$ cat config.mk
export PLATFORM = sky130hd
export DESIGN_NAME = mdu_iter
export DESIGN_NICKNAME = d
export VERILOG_FILES = /design/src/rtl/mdu_pkg.sv /design/src/rtl/mdu_step.sv /design/src/rtl/mdu_iter.sv
export SDC_FILE = /design/constraint.sdc
export NUM_CORES = 1
export LEC_CHECK = 0
export CAP_MARGIN = 5
export CELL_PAD_IN_SITES_DETAIL_PLACEMENT = 0
export CELL_PAD_IN_SITES_GLOBAL_PLACEMENT = 1
export CORE_UTILIZATION = 45
export CTS_BUF_LIST = sky130_fd_sc_hd__clkbuf_16
export DETAILED_ROUTE_END_ITERATION = 10
export PLACE_DENSITY_LB_ADDON = 0.12
export SLEW_MARGIN = 20
export SYNTH_ARGS = -nofsm -noshare
export SYNTH_HDL_FRONTEND = slang
export SYNTH_SLANG_ARGS = --single-unit
$ cat constraint.sdc
create_clock -name Clock -period 6.5 [get_ports Clock]
set_input_delay 0.975 -clock Clock [delete_from_list [all_inputs] [get_ports Clock]]
set_output_delay 0.975 -clock Clock [all_outputs]
set_load 0.05 [all_outputs]
$ cat src/rtl/mdu_pkg.sv
// mdu_pkg: shared opcode/state types, flag bit positions and opcode helpers
// for the iterative multiply/divide unit.
package mdu_pkg;

    typedef enum logic [2:0] {
        OP_MUL    = 3'd0,
        OP_MULH   = 3'd1,
        OP_MULHU  = 3'd2,
        OP_MULHSU = 3'd3,
        OP_DIV    = 3'd4,
        OP_DIVU   = 3'd5,
        OP_REM    = 3'd6,
        OP_REMU   = 3'd7
    } mdu_op_t;

    typedef enum logic [1:0] {
        IDLE  = 2'd0,
        BUSY  = 2'd1,
        FIXUP = 2'd2,
        DONE  = 2'd3
    } mdu_state_t;

    localparam int FLAG_Z  = 0;
    localparam int FLAG_N  = 1;
    localparam int FLAG_DZ = 2;
    localparam int FLAG_OV = 3;

    // Upper half of the opcode space is the divide/remainder class.
    function automatic logic op_is_div(input mdu_op_t op);
        return op[2];
    endfunction

    function automatic logic op1_is_signed(input mdu_op_t op);
        return op inside {OP_MUL, OP_MULH, OP_MULHSU, OP_DIV, OP_REM};
    endfunction

    function automatic logic op2_is_signed(input mdu_op_t op);
        return op inside {OP_MUL, OP_MULH, OP_DIV, OP_REM};
    endfunction

endpackage

$ cat src/rtl/mdu_step.sv
// mdu_step: one combinational iteration of the unsigned-magnitude loop.
// Multiply: {acc_hi,acc_lo} is the product register with the multiplier in
// acc_lo; conditionally add the multiplicand to the top half, shift right.
// Divide: acc_hi is the partial remainder, acc_lo the dividend/quotient;
// shift left, trial-subtract the divisor, keep it if it did not borrow.
module mdu_step #(
    parameter int WIDTH = 32
) (
    input  logic             is_div,
    input  logic [WIDTH-1:0] acc_hi,
    input  logic [WIDTH-1:0] acc_lo,
    input  logic [WIDTH-1:0] operand,
    output logic [WIDTH-1:0] nxt_hi,
    output logic [WIDTH-1:0] nxt_lo
);

    logic [WIDTH-1:0] addend;
    logic [WIDTH:0]   sum;
    logic [WIDTH:0]   shifted;
    logic [WIDTH-1:0] diff;
    logic             ge;

    // Single add-shift or compare-subtract-shift step.
    always_comb begin
        addend  = acc_lo[0] ? operand : '0;
        sum     = {1'b0, acc_hi} + {1'b0, addend};
        shifted = {acc_hi, acc_lo[WIDTH-1]};
        ge      = (shifted >= {1'b0, operand});
        // Partial remainder stays below the divisor, so a successful
        // subtraction always fits in WIDTH bits.
        diff    = shifted[WIDTH-1:0] - operand;
        nxt_hi  = sum[WIDTH:1];
        nxt_lo  = {sum[0], acc_lo[WIDTH-1:1]};
        if (is_div) begin
            nxt_hi = ge ? diff : shifted[WIDTH-1:0];
            nxt_lo = {acc_lo[WIDTH-2:0], ge};
        end
    end

endmodule

$ cat src/rtl/mdu_iter.sv
// mdu_iter: iterative radix-2 multiply / restoring divide unit with
// valid/ready request and response channels.
// Build option: define MDU_EARLY_OUT_EN to send divide-by-zero, signed
// overflow and zero-operand multiplies straight from IDLE to FIXUP.
//
// state | meaning
// IDLE  | ready for a request; operands captured on accept
// BUSY  | one loop iteration per cycle, WIDTH iterations
// FIXUP | sign correction, result select, flag generation
// DONE  | response presented and held until RespReady
module mdu_iter
    import mdu_pkg::*;
#(
    parameter int WIDTH = 32
) (
    input  logic             Clock,
    input  logic             ResetN,
    input  logic             Flush,
    input  logic             ReqValid,
    output logic             ReqReady,
    input  logic [2:0]       Operation,
    input  logic [WIDTH-1:0] Operand1,
    input  logic [WIDTH-1:0] Operand2,
    output logic             RespValid,
    input  logic             RespReady,
    output logic [WIDTH-1:0] Result,
    output logic [3:0]       Flags
);

    localparam int               CW       = $clog2(WIDTH);
    localparam logic [CW-1:0]    CNT_LAST = CW'(WIDTH - 1);
    localparam logic [WIDTH-1:0] MIN_VAL  = {1'b1, {(WIDTH-1){1'b0}}};

    mdu_state_t         state, state_nxt;
    mdu_op_t            op_in, op_q;
    logic               rst_done, accept, early_req;
    logic               div_in, s1_in, s2_in, dz_in, ov_in, mz_in;
    logic [WIDTH-1:0]   mag1_in, mag2_in;
    logic               s1_q, s2_q, dz_q, ov_q, mz_q, div_q;
    logic [WIDTH-1:0]   mag1_q, mag2_q, acc_hi, acc_lo;
    logic [WIDTH-1:0]   step_hi, step_lo, step_opnd;
    logic [CW-1:0]      cnt;
    logic [2*WIDTH-1:0] prod_fix;
    logic [WIDTH-1:0]   quo_fix, rem_fix, op1_orig, res, result_q;
    logic [3:0]         flags_nxt, flags_q;

    assign op_in     = mdu_op_t'(Operation);
    assign ReqReady  = rst_done && (state == IDLE);
    assign accept    = ReqValid && ReqReady && !Flush;
    assign RespValid = (state == DONE);
    assign Result    = result_q;
    assign Flags     = flags_q;
    assign div_q     = op_is_div(op_q);
    assign step_opnd = div_q ? mag2_q : mag1_q;

`ifdef MDU_EARLY_OUT_EN
    assign early_req = dz_in | ov_in | mz_in;
`else
    assign early_req = 1'b0;
`endif

    // Operand signs/magnitudes and special-case detection at the request port.
    always_comb begin
        div_in  = op_is_div(op_in);
        s1_in   = op1_is_signed(op_in) & Operand1[WIDTH-1];
        s2_in   = op2_is_signed(op_in) & Operand2[WIDTH-1];
        mag1_in = s1_in ? -Operand1 : Operand1;
        mag2_in = s2_in ? -Operand2 : Operand2;
        dz_in   = div_in && (Operand2 == '0);
        ov_in   = ((op_in == OP_DIV) || (op_in == OP_REM)) &&
                  (Operand1 == MIN_VAL) && (Operand2 == '1);
        mz_in   = !div_in && ((Operand1 == '0) || (Operand2 == '0));
    end

    mdu_step #(.WIDTH(WIDTH)) u_step (
        .is_div  (div_q),
        .acc_hi  (acc_hi),
        .acc_lo  (acc_lo),
        .operand (step_opnd),
        .nxt_hi  (step_hi),
        .nxt_lo  (step_lo)
    );

    // State register; rst_done keeps ReqReady low until reset release is seen.
    always_ff @(posedge Clock) begin
        if (!ResetN) begin
            state    <= IDLE;
            rst_done <= 1'b0;
        end else begin
            state    <= state_nxt;
            rst_done <= 1'b1;
        end
    end

    // Next-state logic; Flush overrides every other transition.
    always_comb begin
        state_nxt = state;
        if (Flush) begin
            state_nxt = IDLE;
        end else begin
            case (state)
                IDLE:    if (accept) state_nxt = early_req ? FIXUP : BUSY;
                BUSY:    if (cnt == CNT_LAST) state_nxt = FIXUP;
                FIXUP:   state_nxt = DONE;
                DONE:    if (RespReady) state_nxt = IDLE;
                default: state_nxt = IDLE;
            endcase
        end
    end

    // Sign correction, result select and flags from the finished loop state.
    // Special cases are forced here so the early-out path needs no loop data.
    always_comb begin
        prod_fix = (s1_q ^ s2_q) ? -{acc_hi, acc_lo} : {acc_hi, acc_lo};
        quo_fix  = (s1_q ^ s2_q) ? -acc_lo : acc_lo;
        rem_fix  = s1_q ? -acc_hi : acc_hi;
        op1_orig = s1_q ? -mag1_q : mag1_q;
        res      = '0;
        case (op_q)
            OP_MUL:                       res = mz_q ? '0 : prod_fix[WIDTH-1:0];
            OP_MULH, OP_MULHU, OP_MULHSU: res = mz_q ? '0 : prod_fix[2*WIDTH-1:WIDTH];
            OP_DIV, OP_DIVU:              res = dz_q ? '1 : (ov_q ? MIN_VAL : quo_fix);
            default:                      res = dz_q ? op1_orig : (ov_q ? '0 : rem_fix);
        endcase
        flags_nxt          = '0;
        flags_nxt[FLAG_Z]  = (res == '0);
        flags_nxt[FLAG_N]  = res[WIDTH-1];
        flags_nxt[FLAG_DZ] = dz_q;
        flags_nxt[FLAG_OV] = ov_q;
    end

    // Operand capture, loop iteration and result/flag registers.
    always_ff @(posedge Clock) begin
        if (!ResetN) begin
            op_q     <= OP_MUL;
            s1_q     <= 1'b0;
            s2_q     <= 1'b0;
            dz_q     <= 1'b0;
            ov_q     <= 1'b0;
            mz_q     <= 1'b0;
            mag1_q   <= '0;
            mag2_q   <= '0;
            acc_hi   <= '0;
            acc_lo   <= '0;
            cnt      <= '0;
            result_q <= '0;
            flags_q  <= '0;
        end else begin
            case (state)
                IDLE: begin
                    if (accept) begin
                        op_q   <= op_in;
                        s1_q   <= s1_in;
                        s2_q   <= s2_in;
                        dz_q   <= dz_in;
                        ov_q   <= ov_in;
                        mz_q   <= mz_in;
                        mag1_q <= mag1_in;
                        mag2_q <= mag2_in;
                        acc_hi <= '0;
                        acc_lo <= div_in ? mag1_in : mag2_in;
                        cnt    <= '0;
                    end
                end
                BUSY: begin
                    if (!Flush) begin
                        acc_hi <= step_hi;
                        acc_lo <= step_lo;
                        cnt    <= cnt + 1'b1;
                    end
                end
                FIXUP: begin
                    if (!Flush) begin
                        result_q <= res;
                        flags_q  <= flags_nxt;
                    end
                end
                default: ;
            endcase
        end
    end

endmodule
Word level (Yosys, flattened, before mapping)
Index checks and enable logic that the tools add are counted.
{ "totals": {"register_bits": 180, "latchBits": 0, "mem_bits_rw": 0, "mem_bits_ro": 0, "input_bits": 72, "word_cells": 109, "memories": 0} }
{ "classes": {"add_sub_neg": 9, "multipliers": 0, "n_div": 0, "magnitude_cmp": 1, "eq_ne": 19, "shifts": 0, "n_mux": 33, "bitwise": 5, "n_reduce_logical": 27} }
{ "op_table": {"columns": ["op", "count"], "rows": [
  ["two-way mux 32 bit", 21],
  ["negator 32 bit", 5],
  ["one-hot mux 32 bit (2 select lines)", 2],
  ["logical NOT 32 bit", 3],
  ["one-hot mux 32 bit (3 select lines)", 1],
  ["equality test 32 bit, second input constant", 2],
  ["two-way mux 64 bit", 1],
  ["negator 64 bit", 1],
  ["adder 32 x 32 -> 33 bit", 1],
  ["greater-or-equal comparator 33 x 32 -> 1 bit", 1],
  ["subtractor 32 bit", 1],
  ["equality test 3 bit, second input constant", 4],
  ["two-way mux 5 bit", 2],
  ["one-hot mux 5 bit (2 select lines)", 1],
  ["equality test 3 x 2 -> 1 bit, second input constant", 3],
  ["one-hot mux 2 bit (4 select lines)", 1],
  ["logical AND 1 bit", 7],
  ["equality test 3 x 1 -> 1 bit, second input constant", 2],
  ["logical NOT 3 bit", 2],
  ["two-way mux 2 bit", 3],
  ["!= test 2 bit, second input constant", 3],
  ["AND reduction 3 bit", 2],
  ["adder 5 x 1 -> 5 bit, second input constant", 1],
  ["equality test 5 bit, second input constant", 1],
  ["other kinds (16)", 23]
]} }

Longest topological paths before layout
{ "depth": {"depth_word": 7, "ltp_mapped": 20, "depth_no_buf": 17} }

Cells and area by module
A second synthesis with hierarchy kept.
{ "unflattened": {"hier_cells": 2422, "hier_area_um2": 17620.6} }
{ "by_module_without_submodules": {"columns": ["mod", "instances", "cells_per_inst", "area_per_inst_um2"], "rows": [
  ["mdu_iter", 1, 1751, 12922.4],
  ["mdu_step", 1, 671, 4698.3]
]} }

Least setup slack after synthesis
Ideal clock, no wire load.
{ "synth_timing": {"path_type": "flip-flop to flip-flop", "startpoint": "reg op_q[2]", "endpoint": "reg acc_hi[24]", "arrival_time_ns": 4.571, "required_ns": 6.378, "slack_ns": 1.807, "path_stages_with_launch": 18, "n_path_buf": 5, "synth_period_minus_slack_ns": 4.693, "path_cell_list": "dfxtp_1 > clkbuf_1 > clkbuf_1 > buf_1 > mux2i_1 > ha_1 > clkbuf_1 > nand4_1 > nor2_1 > a221o_1 > a31oi_1 > a211oi_1 > nor3_1 > o31ai_1 > clkbuf_1 > mux2i_1 > nor2_1 > a221o_1"} }
{ "synth_via": {"elab_chain_len": 6, "elab_cells_between_ends": 9} }
{ "synth_lines": {"columns": ["element", "line_no", "text"], "rows": [
  ["from (decl)", "mdu_iter.sv:35", "mdu_op_t op_in, op_q;"],
  ["from (signal assigned)", "mdu_iter.sv:152", "op_q <= op_in;"],
  ["two-way mux 32 bit", "mdu_iter.sv:54", "assign step_opnd = div_q ? mag2_q : mag1_q;"],
  ["two-way mux 32 bit, or another cell as far along", "mdu_step.sv:25", "addend = acc_lo[0] ? operand : '0;"],
  ["adder 32 x 32 -> 33 bit / two-way mux 32 bit (equally long branches)", "mdu_step.sv:26, mdu_step.sv:35", null],
  ["two-way mux 32 bit *", "mdu_step.sv:34", "if (is_div) begin"],
  ["two-way mux 32 bit *", "mdu_iter.sv:166", "if (!Flush) begin"],
  ["one-hot mux 32 bit (2 select lines) *", "mdu_iter.sv:149", "case (state)"],
  ["to (signal assigned)", "mdu_iter.sv:167", "acc_hi <= step_hi;"],
  ["to (decl)", "mdu_iter.sv:40", "logic [WIDTH-1:0] mag1_q, mag2_q, acc_hi, acc_lo;"]
]} }
Every way passes the cells marked *; elsewhere a longest branch is shown, timed or not. The select of a mux whose other input is x is not followed.
A chain may end at the register's enable or synchronous reset.

Worst setup path in the final report
{ "layout_timing": {"startpoint": "reg op_q[2]", "endpoint": "reg acc_hi[30]"} }
Same word-level chain as after synthesis.

==> results.sh <==
export IMPL_ys_ff_latch=179
export IMPL_cts_max_level=4
export IMPL_finalHoldViolations=0
export IMPL_cp_common_cell="o211ai_1"
export IMPL_die_y_um=195
export IMPL_synth_top_family_by_area="compound AO/OA/AOI/OAI gates"
export IMPL_clock_fmax_ghz=0.198
export IMPL_ys_seq_area_frac=0.214
export IMPL_reg2reg_depth=15
export IMPL_max_cap_violations=0
export IMPL_core_area_um2=36600
export IMPL_p_comb_frac=0.276
export IMPL_cts_setup_buffers=0
export IMPL_finClkSkew_ns=0.0117
export IMPL_clk_path_buf_depth=2
export IMPL_hold_class="reg -> reg"
export IMPL_cts_buffers=17
export IMPL_drc=0
export IMPL_min_period_ns=5.05
export IMPL_slowest_stage="dfxtp_4"
export IMPL_io_buffers=109
export IMPL_first_global_vias=15938
export IMPL_grt_start_max_net_pins=119
export IMPL_yosysMostFrequentCell="nand2_1"
export IMPL_antenna_found_initial=1
export IMPL_drtIter0Drc=2091
export IMPL_ys_flop_type="dfxtp_1"
export IMPL_nets=2366
export IMPL_synthToLayoutAreaGrowth_pct=10.9
export IMPL_cts_sinks=179
export IMPL_setup_viol=0
export IMPL_synth_top_area_share=0.214
export IMPL_slew_violations=0
export IMPL_postRouteAntennaNets=0
export IMPL_max_vdd_ir_drop_mv=0.200
export IMPL_leakage_nw=7.79
export IMPL_layout_worst_path_cycle_share=0.777
export IMPL_worstMarginPinSlew_ns=1.15
export IMPL_fp_dieW_um=195
export IMPL_whs_path_depth=2
export IMPL_first_pass_iters=6
export IMPL_yosysTopAreaCell="dfxtp_1"
export IMPL_post_cts_resize_count=0
export IMPL_cts_hold_buf=0
export IMPL_synthCells=2238
export IMPL_insertion_delay_ns=0.47
export IMPL_power_frac_clock=0.347
export IMPL_grtUsageTotal=0.343
export IMPL_cts_tree="done"
export IMPL_drive_gt1_frac=0.0449
export IMPL_synth_area_leaders="dfxtp_1, mux2i_1, xnor2_1, nand2_1, ha_1"
export IMPL_p_int_mw=2.04
export IMPL_synth_edf_count=0
export IMPL_synth_compound_area_frac=0.281
export IMPL_rsz0062_at_grt="false"
export IMPL_grt_first_pass_wirelength_mm=99.6
export IMPL_status="complete, no violations"
export IMPL_grt_ovfl_total=0
export IMPL_fin_setup_tns_ns=0
export IMPL_synthAdderAreaFrac=0.0598
export IMPL_synth_simple_area_share=0.212
export IMPL_p_switching_mw=1.16
export IMPL_hpwl_mm=50.7
export IMPL_crit_chain="mux2i_1, nand2b_1, inv_1, ha_1, a211o_1, o211ai_1, a2111oi_0, o211ai_1, a311oi_1, a21bo_2, a311o_1, a221oi_1, and3_1, o41ai_1, o211ai_1"
export IMPL_fillers=3669
export IMPL_core_rowCount=70
export IMPL_vias=17448
export IMPL_syn_avg_cell_area_um2=7.49
export IMPL_dieArea_um2=38000
export IMPL_sequentialPowerShare=0.377
export IMPL_crit_family="compound AO/OA/AOI/OAI gates"
export IMPL_clk_pin_slew_ns=0.08
export IMPL_p_sw_frac=0.361
export IMPL_worst_setup_path_end_kind="flip-flop"
export IMPL_cp_arrival_ns=5.38
export IMPL_totalWireLength_mm=66.5
export IMPL_ys_top_cells_by_count="nand2_1, dfxtp_1, nor2_1"
export IMPL_crit_type="reg -> reg"
export IMPL_yosys_cell_types_count=71
export IMPL_ioPinCount=110
export IMPL_synthMuxAreaShare=0.0715
export IMPL_cp_num_buf_inv=1
export IMPL_gp_congestion=1.02
export IMPL_maxSlewHeadroom=0.230
export IMPL_synth_xor_area_frac=0.110
export IMPL_start_util=0.458
export IMPL_start_kind="flip-flop"
export IMPL_cts_root_buf="clkbuf_16"
export IMPL_placed_cells=2664
export IMPL_avgRoutedWirePerCell_um=24.7
export IMPL_power_density_nw_per_um2=172
export IMPL_power_total_mw=3.20
export IMPL_cp_max_fo=39
export IMPL_ys_warn_count=0
export IMPL_worst_path_stages=15
export IMPL_synth_area_um2=16800
export IMPL_syn_num_nets=2389
export IMPL_slowest_delay_ns=0.74
export IMPL_fin_cells=2697
export IMPL_synth_async_sr_flop_share=0
export IMPL_required_ns=6.83
export IMPL_vias_per_cell=6.47
[power by group through the flow]
stage / clock network (mW) / logic [mW] / registers (mW)
5_1_grt: 1.16 / 0.945 / 1.21
2_1_floorplan: 0 / 0.585 / 1.18
3_5_place_dp: 0 / 0.855 / 1.23
4_1_cts: 1.12 / 0.860 / 1.20
6_report: 1.11 / 0.881 / 1.21
3_3_place_gp: 0 / 0.854 / 1.23
[routing by layer]
metal / vias to the layer above / share of wire / global-route usage
li1: 8113 / - / -
met1: 8333 / 0.45 / 0.482
met2: 859 / 0.42 / 0.510
met3: 141 / 0.086 / 0.0615
met4: 2 / 0.042 / 0.147
met5: - / 0.00017 / 0
[cells by family (layout without fill, tap and decap cells)]
kind of cell             Yosys count  after routing
adder cells (fa/ha/maj)           79             79
flip-flops                       179            179
XOR/XNOR                         210            210
buffers and inverters            227            217
AO/OA/AOI/OAI                    682            682
AND/OR/NAND/NOR                  742            742
other                              0              1
multiplexers                     119            119
[placed cells by master (no fill, tap or decap), types with 46 or more instances in the layout]
cell	count
clkdlybuf4s50_1	107
inv_1	46
xor2_1	93
a21oi_1	130
xnor2_1	115
o21ai_0	152
nor2_1	163
dfxtp_1	177
mux2i_1	112
ha_1	77
nand2_1	265
o211a_1	76
[layout make-up]
class,count,area [um^2],area share
Antenna cell,1,2.50,0.000134
Clock buffer,17,425,0.0229
Clock inverter,15,170,0.00914
Inverter,46,173,0.00928
Multi-Input combinational cell,1832,12400,0.664
Sequential cell,179,3590,0.193
Tap cell,468,586,0.0315
Timing Repair Buffer,139,1310,0.0703
[worst paths after layout]
path / startpoint / endpoint / slack [ns]
worst max-delay path: op_q[2]$_SDFFE_PN0P_ / acc_hi[30]$_SDFFE_PN0P_ / 1.45
worst min-delay path: Result[1]$_SDFFE_PN0P_ / Result[1]$_SDFFE_PN0P_ / 0.46
worst max register to register: op_q[2]$_SDFFE_PN0P_ / acc_hi[30]$_SDFFE_PN0P_ / 1.45
worst min register to register: Result[1]$_SDFFE_PN0P_ / Result[1]$_SDFFE_PN0P_ / 0.46
[stage by stage]
| step | hold WS [ns] | setup WS (ns) | util | area [um^2] |
|---|---|---|---|---|
| after CTS | 0.467 | 1.51 | 0.508 | 18600 |
| final | 0.462 | 1.45 | 0.508 | 18600 |
| after floorplan | 0.443 | 1.81 | - | 16800 |
| after global placement | 0.453 | 1.71 | 0.492 | 18000 |
| after global routing | 0.499 | 1.10 | 0.508 | 18600 |
| after detailed placement | 0.457 | 1.53 | 0.492 | 18000 |
[tightest hold or removal path: stages (launching register included)]
cell	delay [ns]
dfxtp_1	0.31
nand2_1	0.04
a21boi_0	0.06
[sequential cells by signal (all words and copies together) (netlist names)]
name / flops
mag2_q: 32
acc_lo: 32
acc_hi: 32
cnt: 5
mz_q: 1
ov_q: 1
Result: 31
mag1_q: 32
state: 2
dz_q: 1
s1_q: 1
Flags: 4
op_q: 3
rst_done: 1
s2_q: 1
Note: power is estimated with default switching activity, not from simulation.
